## config.mk

```make
export PLATFORM = sky130hd
export DESIGN_NAME = relu_maxpool_nch
export DESIGN_NICKNAME = d
export VERILOG_FILES = /design/src/rtl/relu_maxpool_nch.sv
export SDC_FILE = /design/constraint.sdc
export NUM_CORES = 2
export LEC_CHECK = 0
export ABC_CLOCK_PERIOD_IN_PS = 63700
export BUFFER_PORTS_ARGS = -buffer_cell sky130_fd_sc_hd__buf_2
export CORE_MARGIN = 4
export CORE_UTILIZATION = 40
export CTS_BUF_LIST = sky130_fd_sc_hd__clkbuf_2 sky130_fd_sc_hd__clkbuf_4 sky130_fd_sc_hd__clkbuf_8
export DETAILED_ROUTE_END_ITERATION = 8
export PLACE_DENSITY_LB_ADDON = 0.2
export SLEW_MARGIN = 20
export SYNTH_ARGS = -nofsm -noshare
export SYNTH_HDL_FRONTEND = slang
export SYNTH_SLANG_ARGS = --single-unit
```

## constraint.sdc

```tcl
create_clock -name clk -period 63.7 [get_ports clk]
set_clock_uncertainty 0.15 [all_clocks]
set_input_delay 12.74 -clock clk [delete_from_list [all_inputs] [get_ports clk]]
set_output_delay 12.74 -clock clk [all_outputs]
set_load 0.02 [all_outputs]
```

## src/rtl/relu_maxpool_nch.sv

```systemverilog
// relu_maxpool_nch
//   Post-convolution stage: per-channel optional ReLU followed by a 2x2,
//   stride-2 max pool over a WIDTH x HEIGHT feature map delivered in raster
//   order, NUM_CH channels in parallel.
//
// Ports
//   clk        rising-edge clock
//   resetn     asynchronous active-low reset
//   valid_in   data_in carries one pixel (all channels); no back-pressure
//   data_in    channel c at [c*DATA_WIDTH +: DATA_WIDTH], signed
//   relu_en    1 = clamp negative samples to 0 (sampled per accepted pixel)
//   frame_clr  synchronous restart of the frame position (wins over valid_in)
//   data_out   pooled pixel, same packing as data_in, held between pulses
//   valid_out  one-cycle pulse per completed 2x2 window
//   done       one-cycle pulse alongside the last pooled pixel of a frame
//
// Handshake: a pixel is accepted on every rising edge where valid_in=1 and
// frame_clr=0; there is no ready. valid_out qualifies data_out for exactly
// the cycle it is high; the consumer must take it then.
module relu_maxpool_nch #(
    parameter int DATA_WIDTH = 32,
    parameter int NUM_CH     = 8,
    parameter int WIDTH      = 16,
    parameter int HEIGHT     = 16
) (
    input  logic                         clk,
    input  logic                         resetn,
    input  logic                         valid_in,
    input  logic [NUM_CH*DATA_WIDTH-1:0] data_in,
    input  logic                         relu_en,
    input  logic                         frame_clr,
    output logic [NUM_CH*DATA_WIDTH-1:0] data_out,
    output logic                         valid_out,
    output logic                         done
);

    localparam int CW = (WIDTH > 2) ? $clog2(WIDTH) : 1;
    localparam int RW = (HEIGHT > 2) ? $clog2(HEIGHT) : 1;
    localparam int HW = WIDTH / 2;
    localparam int LW = (HW > 1) ? $clog2(HW) : 1;

    localparam logic [CW-1:0] COL_LAST = CW'(WIDTH - 1);
    localparam logic [RW-1:0] ROW_LAST = RW'(HEIGHT - 1);

    logic [CW-1:0] col;
    logic [RW-1:0] row;
    logic [LW-1:0] lb_idx;
    logic          accept;
    logic          last_col;
    logic          last_row;

    // Per-channel datapath storage. Neither array is reset: every entry is
    // rewritten within a frame before it is read.
    logic signed [DATA_WIDTH-1:0] pair_q  [NUM_CH];
    logic signed [DATA_WIDTH-1:0] linebuf [HW][NUM_CH];

    logic signed [DATA_WIDTH-1:0] relu_v  [NUM_CH];
    logic signed [DATA_WIDTH-1:0] h_max   [NUM_CH];
    logic signed [DATA_WIDTH-1:0] v_max   [NUM_CH];
    logic [NUM_CH*DATA_WIDTH-1:0] pool_flat;

    assign accept   = valid_in && !frame_clr;
    assign last_col = (col == COL_LAST);
    assign last_row = (row == ROW_LAST);
    assign lb_idx   = LW'(col >> 1);

    always_comb begin
        pool_flat = '0;
        for (int c = 0; c < NUM_CH; c++) begin
            relu_v[c] = data_in[c*DATA_WIDTH +: DATA_WIDTH];
            if (relu_en && data_in[c*DATA_WIDTH + DATA_WIDTH - 1]) begin
                relu_v[c] = '0;
            end
            // Horizontal max of the stored even-column sample and this one.
            h_max[c] = (pair_q[c] > relu_v[c]) ? pair_q[c] : relu_v[c];
            // Vertical max against the row above, same column pair.
            v_max[c] = (linebuf[lb_idx][c] > h_max[c]) ? linebuf[lb_idx][c] : h_max[c];
            pool_flat[c*DATA_WIDTH +: DATA_WIDTH] = v_max[c];
        end
    end

    // Frame position and registered outputs.
    always_ff @(posedge clk or negedge resetn) begin
        if (!resetn) begin
            col       <= '0;
            row       <= '0;
            data_out  <= '0;
            valid_out <= 1'b0;
            done      <= 1'b0;
        end else begin
            valid_out <= 1'b0;
            done      <= 1'b0;
            if (frame_clr) begin
                col <= '0;
                row <= '0;
            end else if (valid_in) begin
                if (last_col) begin
                    col <= '0;
                    row <= last_row ? '0 : row + 1'b1;
                end else begin
                    col <= col + 1'b1;
                end
                // Odd row, odd column completes a window.
                if (row[0] && col[0]) begin
                    data_out  <= pool_flat;
                    valid_out <= 1'b1;
                    done      <= last_row && last_col;
                end
            end
        end
    end

    // Pair register and line buffer updates.
    always_ff @(posedge clk) begin
        if (accept) begin
            for (int c = 0; c < NUM_CH; c++) begin
                if (!col[0]) begin
                    pair_q[c] <= relu_v[c];
                end else if (!row[0]) begin
                    linebuf[lb_idx][c] <= h_max[c];
                end
            end
        end
    end

endmodule

```

==> impl_summary.md <==
Clocking
In this run the post-CTS setup repair buffer count came out at 0. The insertion delay of the later-clocked pin in the worst-skew pair is 1080 ps. After clock tree synthesis, the clock-pin slew on the worst setup and hold paths is 60 ps. TritonCTS created 428 clock buffers. The count of clock tree sinks is 2570. Once the clock tree was built, the resizer swapped 0 gates to a different size.

The number of hold-repair buffers added at the cts stage is 0. TritonCTS built the clock tree. CTS placed an instance of clkbuf_8 at the clock tree root. The H-tree generated during clock tree synthesis spans 5 levels.

The maximum count of clock buffers along a single path is 4.

Synth
The number of nets in the synthesized netlist is 9793. By count the netlist is led by 2304 x edfxtp_1, 1021 x a22oi_1, 733 x nand2_1. The number of synthesis warnings is 0.

A synthesized cell averages about 13 um^2. The number of enable flip-flop cells after synthesis is 2304. The number of flip-flops and latches in the synthesized netlist is about 2600. The unique cell type count in the Yosys netlist is ~80. Summing every instance area after synthesis gives 115000 um^2.

The post-synthesis instance total is 9018. In the synthesized netlist the dominant register cell turns out to be edfxtp_1. Summed over all instances, the cell type with the most area after synthesis is edfxtp_1.

The register area share after synthesis is between 60% and 70%. The top cell type by area accounts for 59.9% of the synthesized area. In the post-synthesis netlist, the cell with the most instances is edfxtp_1.

After synthesis, the cell types taking the most area are edfxtp_1 60%, a22oi_1 6.6%, dfrtp_1 5.8%. The share of flip-flops with an asynchronous set or reset after synthesis is 10.4%.

Critical path
The worst reg2reg path startpoint is col[2]$_DFFE_PN0P_. In this run the worst setup path terminates at data_out[15]$_DFFE_PN0P_. The arrival time reported for the critical path endpoint is 20820 ps.

STA classifies the critical path startpoint as a primary input. The critical path in this run is classified as primary input to flop. In this run the worst setup path begins at relu_en.

The number of cells on the worst reg-to-reg path is 17. The endpoint of the worst register-to-register path is data_out[172]$_DFFE_PN0P_. The setup slack of the worst register-to-register path is 56020 ps. The required time of the critical path is 64480 ps. The worst setup path is captured at a flop. The highest net fanout along the worst path is 48.

Timing
Based on the critical path, the design can be clocked at up to 49.9 MHz. Setup violations remaining at the end of the flow were counted as 0. The final-layout worst hold slack is ~330 ps. The relative slew slack is 26.9%.

The max-slew violation total from the final report is 0. Subtracting the final worst setup slack from the clock period gives 20040 ps. Setup repair after global routing left no endpoint under its margin.

Dividing the final minimum period by the clock period gives 31.5%. The final count of hold timing violations is 0. At the pin with the least slew margin, the transition time is 1090 ps. The total negative slack is 0 ps.

Die
The die covers 297000 um^2. The floorplan step defined a core boundary enclosing 286000 um^2. The number of top-level design ports is 519. The number of placement rows is 196. From left edge to right edge, the die measures 545 um.

The vertical die dimension is 545 um. For this configuration, the core starts out at a cell density of 40.3%.

Routing
The count of nets left with antenna violations once routing finished came out at 0. The routed via count is 80800. The via density per instance is about 5.9. For this block, the routed nets add up to 356 mm of wire.

The first detailed-routing pass ran for 6 iterations. The violation count after the first detailed-route iteration is 7191. The average wire per cell in the routed design is 26.1 um. The number of DRC violations after detailed routing is 0.

Place
The count of placed standard cells including taps is 12900. The number of I/O port buffers is 518. Routability-driven placement finished with a final weighted congestion of approximately 0.90. The HPWL after detailed placement is around 220 mm.

Global route
The number of antenna violations at the first check in global routing is 16. Global routing used approximately 23% of the available tracks. The largest net degree at the start of global routing is about 110. The wire length of the first global-routing pass is 529 mm. Summed over all layers, the global routing overflow is 0.

The number of global-route vias before repair is 80900.

Job
The count of maximum capacitance violations is 0.

Final layout
The layout-stage area growth over the synthesis result is 13.4%. Of the cells placed in the final design, the portion with a size suffix greater than 1 is 15.4%. Fill cells in the final layout number 25700. The finished layout holds approximately 14000 standard cells, fillers aside. The total number of nets in the final design is 10300.

At the end of the flow the core is filled with cells to 45.7%.

Worst hold path
The kind of path behind the tightest hold check is flop to flop.

Status
The flow ran to the end, and the final reports show no timing, DRC or antenna violations.

Power and ir drop
IR analysis of the VDD net gives a maximum drop of 0.0176 mV. The static leakage is 47.9 nW. For this design the ratio of total power to cell area is 29.6 nW/um^2.
layer usage:
| layer | wire length, um | share of wire, % | global-route usage (%) |
|---|---|---|---|
| met3 | 23700 | 6.6 | 3.49 |
| met1 | 150000 | 42 | 31.0 |
| met4 | 11400 | 3.2 | 7.83 |
| met2 | 171000 | 48 | 38.1 |
| met5 | 17 | 0.0048 | 0 |
worst max-delay path, stage by stage:
cell      delay (ps)
buf_2             70
buf_4            560
nand2_2          620
nand2_1          320
ha_1             200
nand4_1          150
nor4_1           830
nor2b_1          100
a31oi_1          210
mux2_2           690
and2_2           500
buf_4            510
o21ai_0          460
ha_1             430
nand4_1           90
or4_1            440
o41ai_1          550
mux2_2           810
o211ai_1         200
a22o_1           220
how the worst min path moves through the flow:
stage	start	end	slack, ps	depth (start not counted)
floorplan	row[3]$_DFFE_PN0P_	done$_DFF_PN0_	380	2
global route	data_out[239]$_DFFE_PN0P_	data_out[239]$_DFFE_PN0P_	360	2
detailed placement	data_out[239]$_DFFE_PN0P_	data_out[239]$_DFFE_PN0P_	320	2
finish	data_out[232]$_DFFE_PN0P_	data_out[232]$_DFFE_PN0P_	330	2
global placement	data_out[4]$_DFFE_PN0P_	data_out[4]$_DFFE_PN0P_	310	2
CTS	data_out[239]$_DFFE_PN0P_	data_out[239]$_DFFE_PN0P_	340	2
cells in the final DEF (no fill, tap or decap), drive strengths merged, types with 64 or more instances in the layout:
cell / instances
edfxtp: 2304
nor3: 187
a21o: 64
ha: 514
nand2: 733
a22oi: 1021
inv: 554
nor2: 413
nand3: 270
a21oi: 366
a211oi: 105
buf: 676
o211ai: 336
nand4: 352
dfrtp: 266
clkbuf: 602
clkinv: 157
o21ai: 414
area by class of cell:
type | instances | area, um^2 | area share, %
Antenna cell | 17 | 42.5 | 0.0325
Clock buffer | 602 | 7310 | 5.59
Clock inverter | 193 | 1540 | 1.17
Inverter | 544 | 2050 | 1.57
Multi-Input combinational cell | 5308 | 35400 | 27.1
Sequential cell | 2570 | 75800 | 58.0
Tap cell | 3762 | 4710 | 3.60
Timing Repair Buffer | 676 | 3960 | 3.03
flip-flops by register name (all words and copies together) (netlist names):
name and count:
linebuf 2048, col 4, row 4, data_out 256, pair_q 256, done 1, valid_out 1
power by group:
group / internal (mW) / switching (mW) / leakage, nW
Clock: 0.826 / 0.681 / 4.69
Sequential: 1.90 / 0.00848 / 24.6
Combinational: 0.134 / 0.326 / 18.7
Total: 2.86 / 1.01 / 47.9
metrics by stage:
step	total power, mW	setup WS [ps]	area (um^2)
6_report	3.88	43660	131000
5_1_grt	4.04	43390	131000
4_1_cts	3.90	43860	131000
3_5_place_dp	2.40	42710	122000
3_3_place_gp	2.38	42930	122000
2_1_floorplan	2.24	22470	115000
cell families after synthesis:
kind of cell    synth area share, %
xor+xnor                     0.0152
simple gates                   8.89
compound gates                 15.3
buf+inv                        3.83
fa+ha+maj                      5.57
mux                           0.703
flops                          65.7
(Power assumes the default switching activity.)
